==> src/rtl/seeg_axil_ctrl_regs.sv <==
// AXI4-Lite register file for the sEEG host control bus: configuration words,
// a read-only live status word at index 1 and rising-edge command pulses from word 0.
module seeg_axil_ctrl_regs #(
    parameter int unsigned ADDR_W   = 7,
    parameter int unsigned NUM_REGS = 32,
    parameter int unsigned CMD_W    = 9
) (
    input  logic                     S_AXI_ACLK,
    input  logic                     S_AXI_ARESET,
    input  logic [ADDR_W-1:0]        S_AXI_AWADDR,
    input  logic [2:0]               S_AXI_AWPROT,
    input  logic                     S_AXI_AWVALID,
    output logic                     S_AXI_AWREADY,
    input  logic [31:0]              S_AXI_WDATA,
    input  logic [3:0]               S_AXI_WSTRB,
    input  logic                     S_AXI_WVALID,
    output logic                     S_AXI_WREADY,
    output logic [1:0]               S_AXI_BRESP,
    output logic                     S_AXI_BVALID,
    input  logic                     S_AXI_BREADY,
    input  logic [ADDR_W-1:0]        S_AXI_ARADDR,
    input  logic [2:0]               S_AXI_ARPROT,
    input  logic                     S_AXI_ARVALID,
    output logic                     S_AXI_ARREADY,
    output logic [31:0]              S_AXI_RDATA,
    output logic [1:0]               S_AXI_RRESP,
    output logic                     S_AXI_RVALID,
    input  logic                     S_AXI_RREADY,
    output logic [CMD_W-1:0]         cmd_pulse,
    input  logic [31:0]              status_in,
    output logic [NUM_REGS*32-1:0]   cfg_regs
);

    localparam int unsigned IDX_W      = $clog2(NUM_REGS);
    localparam int unsigned BYTE_LIMIT = NUM_REGS * 4;
    localparam logic [1:0]  RESP_OKAY   = 2'b00;
    localparam logic [1:0]  RESP_SLVERR = 2'b10;

    logic [NUM_REGS-1:0][31:0] regs_q, regs_d;
    logic                      aw_held_q, aw_held_d;
    logic                      w_held_q, w_held_d;
    logic [ADDR_W-1:0]         awaddr_q, awaddr_d;
    logic [31:0]               wdata_q, wdata_d;
    logic [3:0]                wstrb_q, wstrb_d;
    logic                      awready_q, awready_d;
    logic                      wready_q, wready_d;
    logic                      bvalid_q, bvalid_d;
    logic [1:0]                bresp_q, bresp_d;
    logic                      arready_q, arready_d;
    logic                      rvalid_q, rvalid_d;
    logic [31:0]               rdata_q, rdata_d;
    logic [1:0]                rresp_q, rresp_d;
    logic [CMD_W-1:0]          cmd_pulse_q, cmd_pulse_d;

    logic [IDX_W-1:0]          w_idx_c, r_idx_c;
    logic                      w_oor_c, r_oor_c;
    logic [31:0]               wr_word_c;
    logic                      unused_c;

    assign w_idx_c  = awaddr_q[IDX_W+1:2];
    assign r_idx_c  = S_AXI_ARADDR[IDX_W+1:2];
    assign w_oor_c  = 32'(awaddr_q) >= BYTE_LIMIT;
    assign r_oor_c  = 32'(S_AXI_ARADDR) >= BYTE_LIMIT;
    assign unused_c = ^{S_AXI_AWPROT, S_AXI_ARPROT, awaddr_q[1:0], S_AXI_ARADDR[1:0]};

    // Byte-lane merge of held write data onto the current word
    always_comb begin
        wr_word_c = regs_q[w_idx_c];
        for (int b = 0; b < 4; b++) begin
            if (wstrb_q[b]) wr_word_c[8*b +: 8] = wdata_q[8*b +: 8];
        end
    end

    always_comb begin
        regs_d      = regs_q;
        aw_held_d   = aw_held_q;
        w_held_d    = w_held_q;
        awaddr_d    = awaddr_q;
        wdata_d     = wdata_q;
        wstrb_d     = wstrb_q;
        bvalid_d    = bvalid_q;
        bresp_d     = bresp_q;
        rvalid_d    = rvalid_q;
        rdata_d     = rdata_q;
        rresp_d     = rresp_q;
        cmd_pulse_d = '0;

        if (S_AXI_AWVALID && awready_q) begin
            aw_held_d = 1'b1;
            awaddr_d  = S_AXI_AWADDR;
        end
        if (S_AXI_WVALID && wready_q) begin
            w_held_d = 1'b1;
            wdata_d  = S_AXI_WDATA;
            wstrb_d  = S_AXI_WSTRB;
        end

        // Commit cycle: both halves held and no response outstanding
        if (aw_held_q && w_held_q && !bvalid_q) begin
            bvalid_d = 1'b1;
            if (w_oor_c) begin
                bresp_d = RESP_SLVERR;
            end else begin
                bresp_d = RESP_OKAY;
                if (w_idx_c != IDX_W'(1)) regs_d[w_idx_c] = wr_word_c;
                if (w_idx_c == IDX_W'(0))
                    cmd_pulse_d = wr_word_c[CMD_W-1:0] & ~regs_q[0][CMD_W-1:0];
            end
        end
        if (bvalid_q && S_AXI_BREADY) begin
            bvalid_d  = 1'b0;
            aw_held_d = 1'b0;
            w_held_d  = 1'b0;
        end
        awready_d = !aw_held_d && !bvalid_d;
        wready_d  = !w_held_d && !bvalid_d;

        // Reads see pre-update register contents
        if (S_AXI_ARVALID && arready_q) begin
            rvalid_d = 1'b1;
            if (r_oor_c) begin
                rdata_d = '0;
                rresp_d = RESP_SLVERR;
            end else begin
                rdata_d = (r_idx_c == IDX_W'(1)) ? status_in : regs_q[r_idx_c];
                rresp_d = RESP_OKAY;
            end
        end
        if (rvalid_q && S_AXI_RREADY) rvalid_d = 1'b0;
        arready_d = !rvalid_d;
    end

    always_ff @(posedge S_AXI_ACLK) begin
        if (S_AXI_ARESET) begin
            regs_q      <= '0;
            aw_held_q   <= 1'b0;
            w_held_q    <= 1'b0;
            awaddr_q    <= '0;
            wdata_q     <= '0;
            wstrb_q     <= '0;
            awready_q   <= 1'b0;
            wready_q    <= 1'b0;
            bvalid_q    <= 1'b0;
            bresp_q     <= RESP_OKAY;
            arready_q   <= 1'b0;
            rvalid_q    <= 1'b0;
            rdata_q     <= '0;
            rresp_q     <= RESP_OKAY;
            cmd_pulse_q <= '0;
        end else begin
            regs_q      <= regs_d;
            aw_held_q   <= aw_held_d;
            w_held_q    <= w_held_d;
            awaddr_q    <= awaddr_d;
            wdata_q     <= wdata_d;
            wstrb_q     <= wstrb_d;
            awready_q   <= awready_d;
            wready_q    <= wready_d;
            bvalid_q    <= bvalid_d;
            bresp_q     <= bresp_d;
            arready_q   <= arready_d;
            rvalid_q    <= rvalid_d;
            rdata_q     <= rdata_d;
            rresp_q     <= rresp_d;
            cmd_pulse_q <= cmd_pulse_d;
        end
    end

    assign S_AXI_AWREADY = awready_q;
    assign S_AXI_WREADY  = wready_q;
    assign S_AXI_BVALID  = bvalid_q;
    assign S_AXI_BRESP   = bresp_q;
    assign S_AXI_ARREADY = arready_q;
    assign S_AXI_RVALID  = rvalid_q;
    assign S_AXI_RDATA   = rdata_q;
    assign S_AXI_RRESP   = rresp_q;
    assign cmd_pulse     = cmd_pulse_q;
    assign cfg_regs      = regs_q;

endmodule

==> config.mk <==
export PLATFORM = sky130hd
export DESIGN_NAME = seeg_axil_ctrl_regs
export DESIGN_NICKNAME = d
export VERILOG_FILES = /design/src/rtl/seeg_axil_ctrl_regs.sv
export SDC_FILE = /design/constraint.sdc
export NUM_CORES = 2
export LEC_CHECK = 0
export CORE_AREA = 4 4 450 452
export CTS_BUF_LIST = sky130_fd_sc_hd__clkbuf_2
export CTS_CLUSTER_DIAMETER = 50
export DETAILED_ROUTE_END_ITERATION = 10
export DIE_AREA = 0 0 454 456
export HOLD_SLACK_MARGIN = 0.03
export SLEW_MARGIN = 20
export SYNTH_ARGS = -nofsm -noshare
export SYNTH_HDL_FRONTEND = slang
export SYNTH_SLANG_ARGS = --single-unit
export TNS_END_PERCENT = 100
==> constraint.sdc <==
create_clock -name S_AXI_ACLK -period 2.5 [get_ports S_AXI_ACLK]
set_input_delay 0.5 -clock S_AXI_ACLK [delete_from_list [all_inputs] [get_ports S_AXI_ACLK]]
set_output_delay 0.5 -clock S_AXI_ACLK [all_outputs]
set_load 0.01 [all_outputs]
==> results.md <==
* Failing checks: negative setup slack
* Setup slack, reg-to-reg at -590 ps
* DR iter-0 viols at 6566
* Vias per std cell at 5.65
* P_sw at 11.4 mW
* Clk slew on worst S/H paths at 100 ps
* CP peak stage delay at 510 ps
* Synth cell types at 70
* Mapped Area at 0.0555 mm^2
* Worst vdd ir at 0.314 mV
* Initial antenna violation count at 21
* Hold Fails Final Rpt at 0
* Placer Congestion at 0.959
* Starting density of the core at 27.9%
* Core area at 0.199 mm^2
* H-tree levels at 5
* Critical path capture point type: flip-flop
* Worst setup margin at -587 ps
* Worst min path class: input pin to flip-flop
* HPWL after detailed placement at 291000 um
* Async SR Flop Fraction at 0%
* TritonCTS clock tree: built
* Sequential share of power at 47.3%
* Max-cap viol count at 0
* Period utilization at 123%
* Commonest non-fill, non-tap cell in the layout: buf_4
* Ys Warns at 0
* Routed WL at 389000 um
* Max-slew headroom at 12.6%
* Nets at 8280
* Data arrival, critical path at 4810 ps
* Root Driver: clkbuf_2
* Post-Syn Area per Cell at 10.0 um^2
* Share of layout cells above drive strength 1 at 57.0%
* Internal Power at 25.1 mW
* FMAX at 0.324 GHz
* Hold WS at 313 ps
* Hold Path Cell Cnt at 9
* Cts bufs inserted at 342
* Final setup vio count at 2089
* Final ANT Viol Nets at 0
* Crit Path Max Fanout at 23
* Hold Path Sink: S_AXI_RDATA[15]
* Minimum clock period at 3090 ps
* End of the worst register-to-register path: cfg_regs[377]
* # rows at 164
* Wire per inst at 35.0 um
* # IOs at 1169
* CTS max path bufs at 4
* CP most frequent cell: buf_4
* Initial DRT Pass Iterations at 6
* RSZ-0062 raised after global routing: yes
* Post-synth EDFFs at 0
* Comb power frac at 11.8%
* Sequential area share after synthesis at 40.2%
* Commonest non-fill, non-tap cells in the layout: 1300 x buf_4, 1042 x buf_6, 754 x nand3b_1
* Clock sinks at 1113
* Grt total ovfl at 0
* Synth-to-Final Area Change at 65.1%
* Die width at 454 um
* Flops & latches, synth at 1113
* Worst path cell trace: buf_12 > buf_4 > mux4_2 > a22oi_1 > buf_4 > o211ai_1 > a221oi_1 > buf_4 > a221o_1 > buf_12 > o21ai_0
* Ys flop type: dfxtp_1
* CP required at 4220 ps
* Power share of the clock group at 40.9%
* Largest net degree at the start of global routing at 158
* Drt drc at 0
* Die height at 456 um
* Vias in the first global route at 57.3k
* # port buffers at 1154
* Final Slew Violations at 0
* Hold Startpoint: S_AXI_ARADDR[4]
* Actual transition at the worst max-transition pin at 1310 ps
* Die Area at 0.207 mm^2
* Slowest stage cell, crit path: mux4_2
* R2R cell count at 11
* PD cells at 399 mW/mm^2
* R2R Path Start: awaddr_q[2]
* Via count at 62.7k
* Clock Latency Late Sink at 1990 ps
* Status: complete, but fails checks
* Crit path launch type: flip-flop
* Final Util at 46.1%
* Worst setup path class: flip-flop to flip-flop
* Sw Ratio at 31.2%
* First-pass GRT wire length at 502000 um
* LEAKAGE at 36.5 nW
* Clock Skew at 233 ps
* Cell count after synthesis at 5549
* Tot GR Track Use at 35.0%
-- per-layer routing --
layer  track usage (%)  vias to the layer above  share of wire [%]  wire length (um)
li1                  -                    26100                  -                 -
met1              37.0                    31100                 33            127000
met2              56.8                     4252                 46            178000
met3              10.9                     1189                 10             39900
met4              29.6                        8                 11             43200
met5                 0                        -              0.011                44
-- worst max path at each step --
stage	endpoint	startpoint
after floorplan	cfg_regs[773]	awaddr_q[2]
after global placement	cfg_regs[204]	awaddr_q[3]
after detailed placement	cfg_regs[492]	awaddr_q[3]
after CTS	cfg_regs[111]	cfg_regs[111]
after global routing	cfg_regs[111]	cfg_regs[111]
final	cfg_regs[377]	awaddr_q[2]
-- power by group through the flow --
stage | sequential, mW | combinational, mW | clock [mW]
floorplan | 18.3 | 1.80 | 0
global placement | 18.3 | 3.72 | 0
detailed placement | 18.3 | 3.74 | 0
CTS | 17.7 | 4.01 | 15.1
global route | 17.3 | 4.41 | 16.1
finish | 17.3 | 4.30 | 15.0
-- Yosys cell counts (all sizes together), types with 5 or more instances --
cell | number | area share [%]
nand2 | 412 | 2.8
and2 | 10 | 0.11
a32o | 9 | 0.16
nor4 | 9 | 0.11
a22oi | 82 | 1.1
nand3b | 754 | 10
o41ai | 16 | 0.25
clkbuf | 411 | 2.8
nand2b | 8 | 0.090
mux2 | 68 | 1.4
and3 | 17 | 0.19
nor3 | 59 | 0.54
o21ai | 764 | 6.9
a211oi | 22 | 0.32
a2111oi | 20 | 0.32
o221ai | 10 | 0.16
dfxtp | 1113 | 40
a22o | 8 | 0.13
mux2i | 168 | 3.0
mux4 | 439 | 18
o22ai | 32 | 0.36
nand4 | 8 | 0.090
o31ai | 13 | 0.18
a221o | 10 | 0.18
nor2b | 65 | 0.73
nand3 | 19 | 0.17
a31oi | 5 | 0.056
buf | 221 | 2.6
nor2 | 313 | 2.1
a221oi | 33 | 0.52
or3 | 10 | 0.11
a21oi | 349 | 3.3
inv | 29 | 0.20
and3b | 5 | 0.079
-- sequential cells by signal (all words and copies together), names as in the netlist, 4 cells and up --
signal and count:
cmd_pulse 9, wdata_q 32, awaddr_q 5, S_AXI_RDATA 32, wstrb_q 4, cfg_regs 1024
-- area by class of cell --
class                           count  area [um^2]
Antenna cell                       23         57.6
Timing Repair Buffer             2922        29500
Fill cell                       18700       107000
Multi-Input combinational cell   3777        30600
Sequential cell                  1113        25000
Clock buffer                      486         2430
Clock inverter                     92          581
Tap cell                         2656         3320
Inverter                           29          109
-- stage by stage --
stage,power (mW),setup slack (ps),TNS [ps],cells,instance area [um^2]
global route,37.9,-714,-889840,11100,91500
global placement,22.0,-584,-279480,9413,74800
floorplan,20.1,-0.366,-0.732,5552,55500
finish,36.6,-587,-649260,11100,91600
detailed placement,22.0,-621,-287980,9413,74800
CTS,36.8,-797,-1109200,10500,83200
-- kinds of logic after synthesis --
group	Yosys count	share of synthesized area, %
AO/OA/AOI/OAI	1395	14.3
buffers and inverters	662	5.62
flip-flops	1113	40.2
multiplexers	675	22.3
other	1	0.00676
AND/OR/NAND/NOR	1703	17.6
-- worst max-delay path, delay by kind of cell, from the launching register on --
family          cells  cell delay (ps)
mux                 1              510
compound gates      5             1020
buf+inv             5              920
flops               1              400
-- timing repair --
item                        CTS  global route
setup buffers               276           602
hold endpoints to repair   1113             0
setup endpoints to repair  2069          2085
gates resized for setup    4510          3511
cloned                        0            10
pin swaps                     0            21
hold buffers                212             0
No activity file was read; power rests on OpenSTA's default activity.
